===== src/rtl/idu_qstage.sv =====
// Instruction queue plus RV32I(M) decode stage. Fetch pushes {word,pc} into a small FIFO;
// the head is decoded combinationally and captured into a registered issue bundle.
module idu_qstage #(
  parameter int QDEPTH = 4,
  parameter int EN_M   = 1
) (
  input  logic                    i_clk,
  input  logic                    i_rst,
  input  logic                    i_flush,
  input  logic                    i_valid,
  output logic                    o_ready,
  input  logic [31:0]             i_in,
  input  logic [31:0]             i_pc,
  output logic                    o_valid,
  input  logic                    i_ready,
  output logic [4:0]              o_usele,
  output logic [2:0]              o_fun3,
  output logic                    o_alt,
  output logic [4:0]              o_rs1_idx,
  output logic [4:0]              o_rs2_idx,
  output logic [4:0]              o_rd_idx,
  output logic                    o_rs1_ren,
  output logic                    o_rs2_ren,
  output logic                    o_rd_wen,
  output logic [11:0]             o_csr_idx,
  output logic [31:0]             o_im,
  output logic [31:0]             o_pc,
  output logic                    o_ilgl,
  output logic [$clog2(QDEPTH):0] o_cnt
);
  localparam int AW = $clog2(QDEPTH);
  localparam int CW = AW + 1;
  localparam logic [CW-1:0] FULL = CW'(QDEPTH);

  localparam logic [6:0] OP_OP    = 7'b0110011;
  localparam logic [6:0] OP_IMM   = 7'b0010011;
  localparam logic [6:0] OP_LUI   = 7'b0110111;
  localparam logic [6:0] OP_AUIPC = 7'b0010111;
  localparam logic [6:0] OP_JAL   = 7'b1101111;
  localparam logic [6:0] OP_JALR  = 7'b1100111;
  localparam logic [6:0] OP_BR    = 7'b1100011;
  localparam logic [6:0] OP_LOAD  = 7'b0000011;
  localparam logic [6:0] OP_STORE = 7'b0100011;
  localparam logic [6:0] OP_SYS   = 7'b1110011;

  localparam logic [4:0] U_ALU = 5'b00001;
  localparam logic [4:0] U_BJU = 5'b00010;
  localparam logic [4:0] U_AGU = 5'b00100;
  localparam logic [4:0] U_CSU = 5'b01000;
  localparam logic [4:0] U_MDU = 5'b10000;

  logic [63:0]   mem_q [QDEPTH];
  logic [AW-1:0] wptr_q, wptr_d, rptr_q, rptr_d;
  logic [CW-1:0] cnt_q, cnt_d;
  logic          vld_q, vld_d;

  logic [4:0]  usele_q, rs1_q, rs2_q, rd_q;
  logic [2:0]  fun3_q;
  logic        alt_q, rs1r_q, rs2r_q, rdw_q, ilgl_q;
  logic [11:0] csr_q;
  logic [31:0] im_q, pc_q;

  logic [63:0] head_s;
  logic [31:0] hw_s;
  logic [6:0]  op_s, f7_s;
  logic [2:0]  f3_s;
  logic [4:0]  rd_s;
  logic [4:0]  raw_usele_s;
  logic        raw_rs1r_s, raw_rs2r_s, raw_rdw_s, raw_ilgl_s, alt_s, nopc_s;
  logic [31:0] imm_s;
  logic        ilgl_s, drop_s, have_s, push_s, pop_s, load_s;

  assign head_s = mem_q[rptr_q];
  assign hw_s   = head_s[63:32];
  assign op_s   = hw_s[6:0];
  assign f3_s   = hw_s[14:12];
  assign f7_s   = hw_s[31:25];
  assign rd_s   = hw_s[11:7];

  // Raw decode of the head word; illegal masking is applied afterwards.
  always_comb begin
    raw_usele_s = 5'b00000;
    raw_rs1r_s  = 1'b0;
    raw_rs2r_s  = 1'b0;
    raw_rdw_s   = 1'b0;
    raw_ilgl_s  = 1'b0;
    alt_s       = 1'b0;
    imm_s       = 32'h0000_0000;
    case (op_s)
      OP_OP: begin
        raw_rs1r_s = 1'b1; raw_rs2r_s = 1'b1; raw_rdw_s = 1'b1; alt_s = hw_s[30];
        case (f7_s)
          7'b0000000: raw_usele_s = U_ALU;
          7'b0100000: begin
            raw_usele_s = U_ALU;
            raw_ilgl_s  = (f3_s != 3'b000) && (f3_s != 3'b101);
          end
          7'b0000001: begin
            raw_usele_s = (EN_M != 0) ? U_MDU : 5'b00000;
            raw_ilgl_s  = (EN_M == 0);
          end
          default: raw_ilgl_s = 1'b1;
        endcase
      end
      OP_IMM: begin
        raw_usele_s = U_ALU; raw_rs1r_s = 1'b1; raw_rdw_s = 1'b1;
        imm_s = {{20{hw_s[31]}}, hw_s[31:20]};
        case (f3_s)
          3'b001: begin
            alt_s      = hw_s[30];
            raw_ilgl_s = (hw_s[31:26] != 6'b000000) || hw_s[25];
          end
          3'b101: begin
            alt_s      = hw_s[30];
            raw_ilgl_s = ((hw_s[31:26] != 6'b000000) && (hw_s[31:26] != 6'b010000)) || hw_s[25];
          end
          default: alt_s = 1'b0;
        endcase
      end
      OP_LUI:   begin raw_usele_s = U_ALU; raw_rdw_s = 1'b1; imm_s = {hw_s[31:12], 12'h000}; end
      OP_AUIPC: begin raw_usele_s = U_BJU; raw_rdw_s = 1'b1; imm_s = {hw_s[31:12], 12'h000}; end
      OP_JAL: begin
        raw_usele_s = U_BJU; raw_rdw_s = 1'b1;
        imm_s = {{11{hw_s[31]}}, hw_s[31], hw_s[19:12], hw_s[20], hw_s[30:21], 1'b0};
      end
      OP_JALR: begin
        raw_usele_s = U_BJU; raw_rs1r_s = 1'b1; raw_rdw_s = 1'b1;
        imm_s = {{20{hw_s[31]}}, hw_s[31:20]};
        raw_ilgl_s = (f3_s != 3'b000);
      end
      OP_BR: begin
        raw_usele_s = U_BJU; raw_rs1r_s = 1'b1; raw_rs2r_s = 1'b1;
        imm_s = {{19{hw_s[31]}}, hw_s[31], hw_s[7], hw_s[30:25], hw_s[11:8], 1'b0};
        raw_ilgl_s = (f3_s == 3'b010) || (f3_s == 3'b011);
      end
      OP_LOAD: begin
        raw_usele_s = U_AGU; raw_rs1r_s = 1'b1; raw_rdw_s = 1'b1;
        imm_s = {{20{hw_s[31]}}, hw_s[31:20]};
        raw_ilgl_s = (f3_s == 3'b011) || (f3_s == 3'b110) || (f3_s == 3'b111);
      end
      OP_STORE: begin
        raw_usele_s = U_AGU; raw_rs1r_s = 1'b1; raw_rs2r_s = 1'b1;
        imm_s = {{20{hw_s[31]}}, hw_s[31:25], hw_s[11:7]};
        raw_ilgl_s = (f3_s > 3'b010);
      end
      OP_SYS: begin
        if (f3_s == 3'b000) begin
          case (hw_s[31:20])
            12'h000, 12'h001: raw_usele_s = 5'b00000;
            12'h302:          raw_usele_s = U_BJU;
            default:          raw_ilgl_s  = 1'b1;
          endcase
        end else begin
          raw_usele_s = U_CSU; raw_rdw_s = 1'b1; raw_rs1r_s = ~f3_s[2];
          imm_s = {27'h000_0000, hw_s[19:15]};
        end
      end
      default: raw_ilgl_s = 1'b1;
    endcase
  end

  assign ilgl_s = raw_ilgl_s || (hw_s == 32'h0000_0000) || (hw_s == 32'hFFFF_FFFF);
  assign nopc_s = (op_s == OP_OP) || (op_s == OP_IMM) || (op_s == OP_LUI) || (op_s == OP_AUIPC);
  assign drop_s = nopc_s && (rd_s == 5'd0) && !ilgl_s;

  assign have_s = (cnt_q != {CW{1'b0}});
  assign push_s = i_valid && o_ready && !i_flush;
  assign pop_s  = have_s && (!vld_q || i_ready) && !i_flush;
  assign load_s = pop_s && !drop_s;

  // Queue pointer, occupancy and bundle-valid next state; flush clears everything.
  always_comb begin
    wptr_d = wptr_q;
    rptr_d = rptr_q;
    cnt_d  = cnt_q;
    vld_d  = vld_q;
    if (i_flush) begin
      wptr_d = {AW{1'b0}};
      rptr_d = {AW{1'b0}};
      cnt_d  = {CW{1'b0}};
      vld_d  = 1'b0;
    end else begin
      wptr_d = push_s ? wptr_q + 1'b1 : wptr_q;
      rptr_d = pop_s ? rptr_q + 1'b1 : rptr_q;
      case ({push_s, pop_s})
        2'b10:   cnt_d = cnt_q + 1'b1;
        2'b01:   cnt_d = cnt_q - 1'b1;
        default: cnt_d = cnt_q;
      endcase
      if (load_s) begin
        vld_d = 1'b1;
      end else if (i_ready) begin
        vld_d = 1'b0;
      end else begin
        vld_d = vld_q;
      end
    end
  end

  // Control state register.
  always_ff @(posedge i_clk) begin
    if (i_rst) begin
      wptr_q <= {AW{1'b0}};
      rptr_q <= {AW{1'b0}};
      cnt_q  <= {CW{1'b0}};
      vld_q  <= 1'b0;
    end else begin
      wptr_q <= wptr_d;
      rptr_q <= rptr_d;
      cnt_q  <= cnt_d;
      vld_q  <= vld_d;
    end
  end

  // Queue storage, write-only on push.
  always_ff @(posedge i_clk) begin
    if (push_s) begin
      mem_q[wptr_q] <= {i_in, i_pc};
    end
  end

  // Issue bundle register; illegal words go out with unit select and enables cleared.
  always_ff @(posedge i_clk) begin
    if (i_rst) begin
      usele_q <= 5'b00000; fun3_q <= 3'b000; alt_q <= 1'b0;
      rs1_q <= 5'd0; rs2_q <= 5'd0; rd_q <= 5'd0;
      rs1r_q <= 1'b0; rs2r_q <= 1'b0; rdw_q <= 1'b0;
      csr_q <= 12'h000; im_q <= 32'h0000_0000; pc_q <= 32'h0000_0000; ilgl_q <= 1'b0;
    end else if (load_s) begin
      usele_q <= ilgl_s ? 5'b00000 : raw_usele_s;
      fun3_q  <= f3_s;
      alt_q   <= alt_s;
      rs1_q   <= (op_s == OP_LUI) ? 5'd0 : hw_s[19:15];
      rs2_q   <= hw_s[24:20];
      rd_q    <= rd_s;
      rs1r_q  <= raw_rs1r_s && !ilgl_s;
      rs2r_q  <= raw_rs2r_s && !ilgl_s;
      rdw_q   <= raw_rdw_s && !ilgl_s && (rd_s != 5'd0);
      csr_q   <= hw_s[31:20];
      im_q    <= imm_s;
      pc_q    <= head_s[31:0];
      ilgl_q  <= ilgl_s;
    end
  end

  assign o_ready   = (cnt_q != FULL);
  assign o_cnt     = cnt_q;
  assign o_valid   = vld_q;
  assign o_usele   = usele_q;
  assign o_fun3    = fun3_q;
  assign o_alt     = alt_q;
  assign o_rs1_idx = rs1_q;
  assign o_rs2_idx = rs2_q;
  assign o_rd_idx  = rd_q;
  assign o_rs1_ren = rs1r_q;
  assign o_rs2_ren = rs2r_q;
  assign o_rd_wen  = rdw_q;
  assign o_csr_idx = csr_q;
  assign o_im      = im_q;
  assign o_pc      = pc_q;
  assign o_ilgl    = ilgl_q;
endmodule


===== config.mk =====
export PLATFORM = sky130hd
export DESIGN_NAME = idu_qstage
export DESIGN_NICKNAME = d
export VERILOG_FILES = /design/src/rtl/idu_qstage.sv
export SDC_FILE = /design/constraint.sdc
export NUM_CORES = 1
export LEC_CHECK = 0
export ABC_AREA = 1
export CAP_MARGIN = 20
export CORE_ASPECT_RATIO = 1.1
export CORE_UTILIZATION = 51
export DETAILED_ROUTE_END_ITERATION = 16
export GPL_TIMING_DRIVEN = 0
export PLACE_DENSITY = 0.82
export SYNTH_ARGS = -nofsm -noshare
export SYNTH_HDL_FRONTEND = slang
export SYNTH_SLANG_ARGS = --single-unit

===== constraint.sdc =====
create_clock -name i_clk -period 4.2 [get_ports i_clk]
set_clock_uncertainty 0.2 [all_clocks]
set_input_delay 0.63 -clock i_clk [delete_from_list [all_inputs] [get_ports i_clk]]
set_output_delay 0.63 -clock i_clk [all_outputs]
set_load 0.005 [all_outputs]

# Word level (Yosys, flattened, before mapping)
# Memory sizes are Yosys's and may differ from the RTL's. A register that Yosys moved wholly into a read port is not among the register bits.
# Index checks and enable logic that the tools add are counted.
dict set report op_classes {
  bitwise 1
  reduce_logical 53
  eq_ne 26
  n_addsub 4
  muxes 27
  magnitude_cmp 1
}
# op count
set ops {}
lappend ops {{32-bit one-hot mux with 6 select lines} 1}
lappend ops {{32-bit == test (second input constant)} 1}
lappend ops {{32-bit logical NOT} 1}
lappend ops {{7-bit by 6-bit == test with 1-bit output (second input constant)} 4}
lappend ops {{7-bit == test (second input constant)} 4}
lappend ops {{5-bit one-hot mux with 5 select lines} 1}
lappend ops {{5-bit 2-to-1 mux} 4}
lappend ops {{7-bit by 5-bit == test with 1-bit output (second input constant)} 2}
lappend ops {{2-bit OR reduction} 7}
lappend ops {{1-bit logical AND} 13}
lappend ops {{12-bit by 1-bit == test with 1-bit output (second input constant)} 1}
lappend ops {{12-bit by 10-bit == test with 1-bit output (second input constant)} 1}
lappend ops {{12-bit logical NOT} 1}
lappend ops {{3-bit OR reduction} 4}
lappend ops {{1-bit logical OR} 11}
lappend ops {{1-bit 2-to-1 mux} 10}
lappend ops {{1-bit one-hot mux with 2 select lines} 5}
lappend ops {{5-bit one-hot mux with 2 select lines} 1}
lappend ops {{3-bit == test (second input constant)} 3}
lappend ops {{1-bit one-hot mux with 8 select lines} 1}
lappend ops {{7-bit by 1-bit == test with 1-bit output (second input constant)} 1}
lappend ops {{7-bit by 2-bit == test with 1-bit output (second input constant)} 1}
lappend ops {{7-bit logical NOT} 1}
lappend ops {{7-bit OR reduction} 1}
lappend ops {{other kinds (22)} 32}
dict set report totals {
  mem_count 1
  ram_bits 256
  inputBits 69
  output_inout_bits 109
  elab_cells 130
  register_bits 112
}
# name words width rd rd_ports_with_merged_regs wr line_no
set memory_table {}
lappend memory_table {mem_q 4 64 1 1 1 52} ;# logic [63:0] mem_q [QDEPTH];

# Depth between registers and ports, before layout
# Gate-level depths: netlist of the first run.
dict set report logic_depth {
  ltp_word 12
  mapped_depth 22
  mapped_depth_nobuf 18
}

# Worst setup path after synthesis of the first run
# OpenSTA, ideal clock, no wires.
dict set report synth_path {
  path_kind {input to register}
  startpoint {input port i_valid}
  endpoint {memory mem_q[0][0] (enable)}
  arrival_ns 3.562
  cell_stages 4
  slack_ns -0.048
  setup_ns 0.486
  path_cell_list {nand2_1 -> nor2_1 -> inv_1 -> nor2_1}
}
dict set report synth_via {
  elab_chain_len 4
}
# item line_no
set synth_lines {}
lappend synth_lines {{start: declaration} 10} ;# input logic i_valid,
lappend synth_lines {{1-bit logical AND (2 in a row)} 167} ;# assign push_s = i_valid && o_ready && !i_flush;
lappend synth_lines {{1-bit 2-to-1 mux} 217} ;# if (push_s) begin
lappend synth_lines {{1-bit 2-to-1 mux (implied by the code)} 218} ;# mem_q[wptr_q] <= {i_in, i_pc};
lappend synth_lines {{end: declaration} 52}
# Every way passes these cells.

==> impl_metrics.toml, run 1 <==
[run_status]
outcome = "complete, no violations"

[synthesis]
synth-adder-area-share = 0.005372
synth_top_area_frac = 0.5001
syn_nets = 1705
async_flop_share = 0
synthXorXnorAreaFrac = 0
yosysWarnings = 0
synth-compound-area-share = 0.06398
synth-simple-area-share = 0.2318
synthMuxAreaShare = 0
synth-seq-cells = 365
synth_cells = 1630
synth_top_cell_by_area = "edfxtp_1"
synthDistinctLibCells = 32
avgSynthCellArea_um2 = 9.431
synth_top_flop_cell = "edfxtp_1"
syn_area_um2 = 15370
seq_area_frac_synth = 0.6420
synth_area_leaders = "edfxtp_1, dfxtp_1, nand2_1"
synth_edf_count = 256
synth_top_family_by_area = "simple AND/OR/NAND/NOR gates"

[place]
pre_cts_slack_ns = 0.4261
gp_congestion = 0.9550
portBuffers = 176
detailed_place_hpwl_um = 27660
place_inst = 2188

[finish]
fillers = 2212
layoutNonFillerInstCount = 2256
fin_nets = 1927
layout_commonest_cell = "nand2_1"
drive_gt1_frac = 0.07128
final_cell_mix = "nand2_1, nor2_1, edfxtp_1"
area_delta_synth_final_pct = 24.37

[floorplan]
die_x_um = 167.5
ios = 178
die_h_um = 184.1
core_area_um2 = 29650
die_area_um2 = 30840
fp-row-count = 66
start_util = 0.5185

[power_and_ir_drop]
p_sw_frac = 0.2198
p_per_area_nw_per_um2 = 430.5
p_switching_uw = 1809
p_leak_uw = 0.007602
peakVddDrop_mv = 0.2964
seqPwrFrac = 0.489
clockPowerShare = 0.420
total_power_uw = 8230
internal_power_uw = 6421
pwr-share-comb = 0.091

[clock_tree]
cts_sinks = 365
cts.clk_slew.worst_paths_ns = 0.06
clk_latency_ns = 0.53
cts_tree = "built"
post_cts.repair.setup_buffers = 0
ctsRootBufferMaster = "clkbuf_16"
ctsResizeCount = 0
numCtsBuffers = 36
htree_num_levels = 2
clock_path_buffers = 3
hold_buffers = 0

[global_route]
grt_use_total = 0.2609
antenna_found_initial = 4
grt.overflow.total = 0
grt_max_degree = 30
grt_pass1_vias = 11910
grt_first_pass_wirelength_um = 62340

[critical_path]
critPathMaxStageDelay_ns = 0.44
worstPathArrival_ns = 3.63
cp_max_fo = 10
cp.buffers_inverters = 4
crit_slowest_cell = "dfxtp_1"
path_common_cell = "nand2_1"
start_kind = "register"
cp_cell_sequence = "buf_2 > buf_2 > nand3_1 > nand2_1 > nand2_1 > nand3_1 > nand2_1 > inv_1 > nand3_1 > nor2_4 > nand2_1 > nand2_1 > nand2_2 > buf_4 > nor2_1 > nor2_1"
critPathTopFamily = "simple AND/OR/NAND/NOR gates"
endpoint_kind = "register"
required_ns = 4.41
criticalPathCategory = "reg2reg"

[timing]
worst_pin_slew_ns = 0.9110
finalMaxSlewViolations = 0
hold_violations = 0
period_share = 0.8132
fin_crit_ns = 3.416
final.setup.tns_ns = 0
rsz0062_at_grt = "no"
clock.fmax_mhz = 292.8
slew-limit-headroom = 0.3912
setup_viol = 0
whs_ns = 0.2623
fin_ws_ns = 0.7844

[hold_path]
min-delay-path-class = "reg2reg"

[drt]
drc = 0
via_count = 12210
drt_iter0_drc = 1154
postRouteAntennaNets = 0
vias_per_cell = 5.412
routed_wl_um = 39770
avgRoutedWirePerCell_um = 17.63
firstDrtPassIters = 7

[run]
cap_violations = 0
==> registers in the layout, summed over array words and instances, names as in the netlist, named ones only <==
name,flops
mem_q,256
o_im,32
o_pc,32
o_csr_idx,8
o_rd_idx,5
o_rs1_idx,5
o_usele,5
o_rs2_idx,4
o_cnt,3
o_fun3,3
rptr_q,2
wptr_q,2
o_alt,1
o_ilgl,1
o_rd_wen,1
o_rs1_ren,1
o_rs2_ren,1
o_valid,1
==> final timing paths <==
kind                                end  depth (start not counted)                  from  slack [ns]
setup reg to reg  o_im[17]$_SDFFE_PP0P_                         16              register        0.78
hold reg to reg    o_im[7]$_SDFFE_PP0P_                          2  o_im[7]$_SDFFE_PP0P_        0.26
setup / recovery  o_im[17]$_SDFFE_PP0P_                         16              register        0.78
hold / removal     o_im[7]$_SDFFE_PP0P_                          2  o_im[7]$_SDFFE_PP0P_        0.26
==> synthesized netlist by cell type (2+ instances only) <==
| library cell | number |
|---|---|
| inv_1 | 101 |
| nand2_1 | 460 |
| clkbuf_1 | 38 |
| dfxtp_1 | 109 |
| nand2_2 | 5 |
| o21a_1 | 2 |
| a21oi_1 | 26 |
| nor2_1 | 289 |
| buf_2 | 26 |
| nand3_1 | 122 |
| nor2_4 | 2 |
| o21ai_0 | 94 |
| inv_2 | 5 |
| nand3b_1 | 3 |
| buf_4 | 15 |
| nor2_2 | 4 |
| edfxtp_1 | 256 |
| a41oi_1 | 6 |
| o22ai_1 | 33 |
| buf_6 | 8 |
| a22oi_1 | 4 |
| nand4_1 | 2 |
| o21ai_1 | 2 |
| ha_1 | 5 |
| o221ai_1 | 6 |
==> layer usage <==
layer / global-route usage / vias to the layer above / wire, um
li1: - / 5850 / -
met1: 0.3390 / 5677 / 16150
met2: 0.4393 / 592 / 19170
met3: 0.04263 / 88 / 3243
met4: 0.1002 / 2 / 1191
met5: 0 / - / 14
==> stage by stage <==
stage,instance area (um2),util
after floorplan,15370,-
after global placement,17600,0.5937
after detailed placement,17820,0.6011
after CTS,19110,0.6447
after global routing,19120,0.6449
final,19120,0.6449
==> power by group through the flow <==
stage | registers [uW] | logic, uW | clock network, uW
finish | 4030 | 749 | 3460
global route | 4030 | 826 | 3640
CTS | 4030 | 745 | 3490
detailed placement | 4100 | 736 | 0
global placement | 4100 | 705 | 0
floorplan | 4100 | 349 | 0
==> worst register-to-register path, delay by kind of cell (launching register included) <==
kind / cells / cell delay [ns]
buf+inv: 4 / 0.89
flops: 1 / 0.44
simple gates: 12 / 1.79
==> cell families (layout without fill, tap and decap cells) <==
kind of cell,count (synthesis),count (layout)
other cells,0,2
flops,365,365
compound gates,175,175
fa+ha+maj,6,6
buf+inv,193,443
simple gates,891,891
==> final cells by class <==
type / instances / area [um2] / area share
Clock buffer: 53 / 1047 / 0.05478
Buffer: 87 / 475.5 / 0.02487
Clock inverter: 13 / 245.2 / 0.01283
Tap cell: 374 / 467.9 / 0.02448
Multi-Input combinational cell: 1072 / 4666 / 0.2440
Timing Repair Buffer: 184 / 1944 / 0.1017
Sequential cell: 365 / 9869 / 0.5162
Antenna cell: 2 / 5.005 / 0.0002618
Inverter: 106 / 397.9 / 0.02081
Power figures use the tool's default switching activity.
==> run 2, diff against run 1 <==
- CORE_UTILIZATION: 51 -> 55
- PLACE_DENSITY: 0.82 -> 0.84
- clock period: 4.2 -> 3.4 ns (I/O delays scaled with it)
==> run 2 against run 1 <==
Largest power group unchanged; global-route usage grew 1.8 points; sequential power grew 24%; setup slack lost 0.59 ns; via count grew 0.21%; final cell count shrank 0.84%; sequential share of layout area is essentially flat; combinational power grew 24%; sequential cell count is the same; power grew 23%; design area is essentially flat; clock-buffer cell count shrank 15; critical path depth grew 2.
==> impl_metrics.toml, run 2 (synthesized netlist as in run 1, its figures left out) <==
[critical_path]
worstReg2RegEnd = "o_pc[30]$_SDFFE_PP0P_"
cp_cell_sequence = "inv_2 > clkbuf_4 > clkbuf_4 > nand3_1 > nand2_1 > nand2_1 > nor2_1 > nand2_1 > nor2_1 > nand2_1 > nand3_1 > nor2_4 > nand3_2 > nand2_2 > buf_6 > buf_4 > nor2_1 > nor2_1"
cp.buffers_inverters = 5
worstSetupPathDepth = 18
reg2reg_depth = 18
crit_slowest_cell = "dfxtp_2"
crit_path_end = "o_pc[30]$_SDFFE_PP0P_"
endpoint_kind = "register"
cp_max_fo = 10
critPathTopFamily = "simple AND/OR/NAND/NOR gates"
r2r_setup_slack_ns = 0.19
required_ns = 3.62
critPathMaxStageDelay_ns = 0.36
worstPathArrival_ns = 3.43
criticalPathCategory = "reg2reg"
start_kind = "register"

[power_and_ir_drop]
p_per_area_nw_per_um2 = 529.5
peakVddDrop_mv = 0.4869
total_power_uw = 10120
p_leak_uw = 0.007598

[drt]
drc = 0
routed_wl_um = 39830
avgRoutedWirePerCell_um = 17.80
drt_iter0_drc = 1374
postRouteAntennaNets = 0
vias_per_cell = 5.469
via_count = 12240
firstDrtPassIters = 6

[run]
cap_violations = 0

[finish]
largest-register = "mem_q"
final-seq-area_um2 = 9872
layout_commonest_cell = "nand2_1"
final_util = 0.7029
area_delta_synth_final_pct = 24.35
multi_input_area_um2 = 4701
largest_register_ffs = 256
fin_nets = 1927
final_cell_mix = "nand2_1, nor2_1, edfxtp_1"
drive_gt1_frac = 0.08089
fillers = 1928

[place]
gp_congestion = 0.9449
pre_cts_slack_ns = -0.2492
detailed_place_hpwl_um = 27570
portBuffers = 176

[hold_path]
min-delay-path-class = "in2reg"
worstHoldStart = "i_rst"

[clock_tree]
numCtsBuffers = 36
clock_path_buffers = 3
ctsRootBufferMaster = "clkbuf_16"
cts.clk_slew.worst_paths_ns = 0.06
cts_tree = "built"
hold_buffers = 0
htree_num_levels = 2
post_cts.repair.setup_buffers = 0
cts_sinks = 365
clk_latency_ns = 0.53
ctsResizeCount = 0

[floorplan]
core_area_um2 = 27190
die_area_um2 = 28620
start_util = 0.5653
ios = 178
fp-row-count = 63
die_x_um = 161.4
die_h_um = 177.3

[timing]
finalMaxSlewViolations = 0
worst_pin_slew_ns = 0.7699
fin_ws_ns = 0.1894
whs_ns = 0.1939
slew-limit-headroom = 0.4855
rsz0062_at_grt = "no"
setup_viol = 0
clock.fmax_mhz = 311.5
period_share = 0.9443
hold_violations = 0
fin_crit_ns = 3.211

[global_route]
grt.overflow.total = 0
grt_pass1_vias = 12010
grt_max_degree = 27
grt_first_pass_wirelength_um = 61910
antenna_found_initial = 3
grt_use_total = 0.2791

[run_status]
outcome = "complete, no violations"
==> run 2: cell count changes in the layout (fill, tap and decap cells not counted), moves of 3 or more <==
cell,change
clkbuf_1,-12
buf_2,-8
clkbuf_4,+8
clkinv_2,+6
nand2_1,-6
nand2_2,+5
buf_12,+3
buf_16,-3
clkbuf_8,-3
clkinvlp_4,+3
==> run 2: cell type report <==
class | count | area share
plain buffers | 87 | 0.02605
flip-flops and latches | 365 | 0.5164
repair buffers | 184 | 0.1005
diodes | 1 | 0.0001309
multi-input cells | 1072 | 0.2459
inverters | 106 | 0.02081
clock buffers | 38 | 0.04804
well taps | 357 | 0.02337
clock inverters | 27 | 0.01872
==> run 2: power by group <==
part / internal, uW / switching, uW
sequential: 4900 / 70.9
clock: 2530 / 1690
combinational: 414 / 515
==> run 2: worst register-to-register path: cells and delay by family (launching register included) <==
family	cells	cell delay (ns)
buffers and inverters	5	1.01
and+or+nand+nor	13	1.55
DFF	1	0.36
==> run 2: through the flow <==
stage	setup TNS [ns]	cell area, um2	std cells
6_report	0	19120	2237
2_1_floorplan	-196.84	15370	1630
3_3_place_gp	-848.34	17580	2163
5_1_grt	0	19110	2236
3_5_place_dp	-0.2492	17780	2171
4_1_cts	0	19050	2236
==> run 2: how the worst min path moves through the flow <==
| stage | end | slack [ns] | cells after the start |
|---|---|---|---|
| CTS | o_csr_idx[5]$_SDFFE_PP0P_ | 0.18 | 2 |
| global route | o_csr_idx[5]$_SDFFE_PP0P_ | 0.19 | 2 |
| global placement | o_csr_idx[9]$_SDFFE_PP0P_ | 0.25 | 2 |
| detailed placement | o_usele[0]$_SDFFE_PP0P_ | 0.25 | 2 |
| floorplan | register | 0.24 | 2 |
| finish | o_csr_idx[5]$_SDFFE_PP0P_ | 0.19 | 2 |
==> run 2: routing by layer <==
layer | up-vias | routed length (um) | part of all wire | GRT usage
li1 | 5838 | - | - | -
met1 | 5683 | 15770 | 0.40 | 0.3606
met2 | 617 | 19520 | 0.49 | 0.4700
met3 | 95 | 3450 | 0.087 | 0.04627
met4 | 2 | 1078 | 0.027 | 0.1124
met5 | - | 13 | 0.00033 | 0
==> run 3, diff against run 2 <==
- CTS_CLUSTER_SIZE: unset -> 24
- REMOVE_ABC_BUFFERS: unset -> 1
==> run 3 against run 2 <==
Setup slack worse by 0.048 ns; final cell count down 2.0%; wire length up 0.22%; via count down 1.7%; worst hold slack better by 0.072 ns; utilization up 0.54 points; critical endpoint is now o_cnt[2]$_SDFFE_PP0P_; largest cell class unchanged; largest power group unchanged.
==> impl_metrics.toml, run 3 (synthesized netlist as in run 1, its figures left out) <==
[run_status]
outcome = "complete, no violations"

[floorplan]
ios = 178
fp-row-count = 63
start_util = 0.5653
die_h_um = 177.3
die_area_um2 = 28620
core_area_um2 = 27190
die_x_um = 161.4

[timing]
period_share = 0.9585
hold_violations = 0
finalMaxSlewViolations = 0
final.setup.tns_ns = 0
worst_pin_slew_ns = 1.186
slew-limit-headroom = 0.2094
rsz0062_at_grt = "yes"
clock.fmax_mhz = 306.8
setup_viol = 0
fin_crit_ns = 3.259

[clock_tree]
hold_buffers = 0
clock_path_buffers = 3
clk_latency_ns = 0.52
htree_num_levels = 2
numCtsBuffers = 36
cts.clk_slew.worst_paths_ns = 0.06
ctsRootBufferMaster = "clkbuf_16"
cts_sinks = 365
cts_tree = "built"

[critical_path]
cp_max_fo = 17
criticalPathCategory = "in2reg"
start_kind = "primary input"
worstPathArrival_ns = 3.49
required_ns = 3.63
endpoint_kind = "register"

[place]
detailed_place_hpwl_um = 22660
portBuffers = 177
gp_congestion = 0.8604

[global_route]
grt_use_total = 0.2766
grt.overflow.total = 0
antenna_found_initial = 3
grt_first_pass_wirelength_um = 61150
grt_max_degree = 84
grt_pass1_vias = 11540

[finish]
drive_gt1_frac = 0.08070
final_cell_mix = "nand2_1, nor2_1, edfxtp_1"
final_util = 0.7084
fillers = 1920
largest_register_ffs = 256
layout_commonest_cell = "nand2_1"
largest-register = "mem_q"
fin_nets = 1883
area_delta_synth_final_pct = 25.31

[power_and_ir_drop]
p_per_area_nw_per_um2 = 502.4
p_leak_uw = 0.007628
peakVddDrop_mv = 0.4802

[drt]
drt_iter0_drc = 928
drc = 0
vias_per_cell = 5.487
via_count = 12030
firstDrtPassIters = 6
routed_wl_um = 39920
avgRoutedWirePerCell_um = 18.21
postRouteAntennaNets = 0

[run]
cap_violations = 0

[hold_path]
min-delay-path-class = "reg2reg"
run 3: cell types whose count changed in the layout (fill, tap and decap cells not counted), sizes merged, moves of 3 or more:
cell,previous run,this run
buf,49,40
bufbuf,0,3
bufinv,7,1
clkbuf,84,55
clkinv,13,7
clkinvlp,4,0
run 3: final timing paths:
check	from	to	slack [ns]	depth (start not counted)
worst min-delay path	o_im[7]$_SDFFE_PP0P_	o_im[7]$_SDFFE_PP0P_	0.27	2
worst max-delay path	i_flush	o_cnt[2]$_SDFFE_PP0P_	0.14	9
worst min register to register	o_im[7]$_SDFFE_PP0P_	o_im[7]$_SDFFE_PP0P_	0.27	2
worst max register to register	o_cnt[2]$_SDFFE_PP0P_	o_cnt[2]$_SDFFE_PP0P_	0.16	9
run 3: routing by layer:
metal / part of all wire / up-vias / GRT usage
li1: - / 5769 / -
met1: 0.39 / 5627 / 0.3335
met2: 0.50 / 533 / 0.4968
met3: 0.080 / 94 / 0.05445
met4: 0.029 / 4 / 0.08923
met5: 0.00058 / - / 0
run 3: timing repair:
action / 4_1_cts / 5_1_grt
endpoints found under the setup margin: 100 / 99
resized for setup: 23 / 31
gates cloned: 9 / 2
buffers inserted: 17 / 8
pin swaps: 5 / 5
endpoints found under the hold margin: 0 / 0
run 3: report_power, final:
group          total, uW  internal [uW]  switching (uW)
Sequential          4970           4900            66.7
Combinational        937            421             517
Clock               3770           2160            1610
Total               9680           7490            2190
run 3: critical path, stage by stage:
cell and delay [ns]:
clkdlybuf4s50_1 0.49, a311oi_4 1.03, buf_8 0.26, ha_1 0.16, inv_1 0.07, fa_1 0.38, o21ai_0 0.27, o21ai_1 0.10
a21oi_1 0.20
run 3: final cells by class:
type | instances | area, um2 | share of cell area
flip-flops and latches | 365 | 9877 | 0.5127
multi-input cells | 1078 | 4913 | 0.2551
repair buffers | 220 | 2477 | 0.1286
clock buffers | 55 | 1022 | 0.05307
well taps | 357 | 446.7 | 0.02319
inverters | 106 | 425.4 | 0.02208
clock inverters | 9 | 90.09 | 0.004677
repair inverters | 1 | 8.758 | 0.0004547
diodes | 1 | 2.502 | 0.0001299
run 3: through the flow:
| step | area, um2 | cells | hold slack [ns] | worst slack (ns) | total power [uW] |
|---|---|---|---|---|---|
| floorplan | 14900 | 1543 | 0.2357 | -3.882 | 5468 |
| global placement | 17120 | 2077 | 0.2428 | -8.014 | 5890 |
| detailed placement | 17480 | 2091 | 0.2556 | -2.336 | 5921 |
| CTS | 19070 | 2181 | 0.2654 | -0.0004037 | 9685 |
| global route | 19260 | 2191 | 0.2874 | -0.005706 | 9972 |
| finish | 19260 | 2192 | 0.2656 | 0.1410 | 9678 |
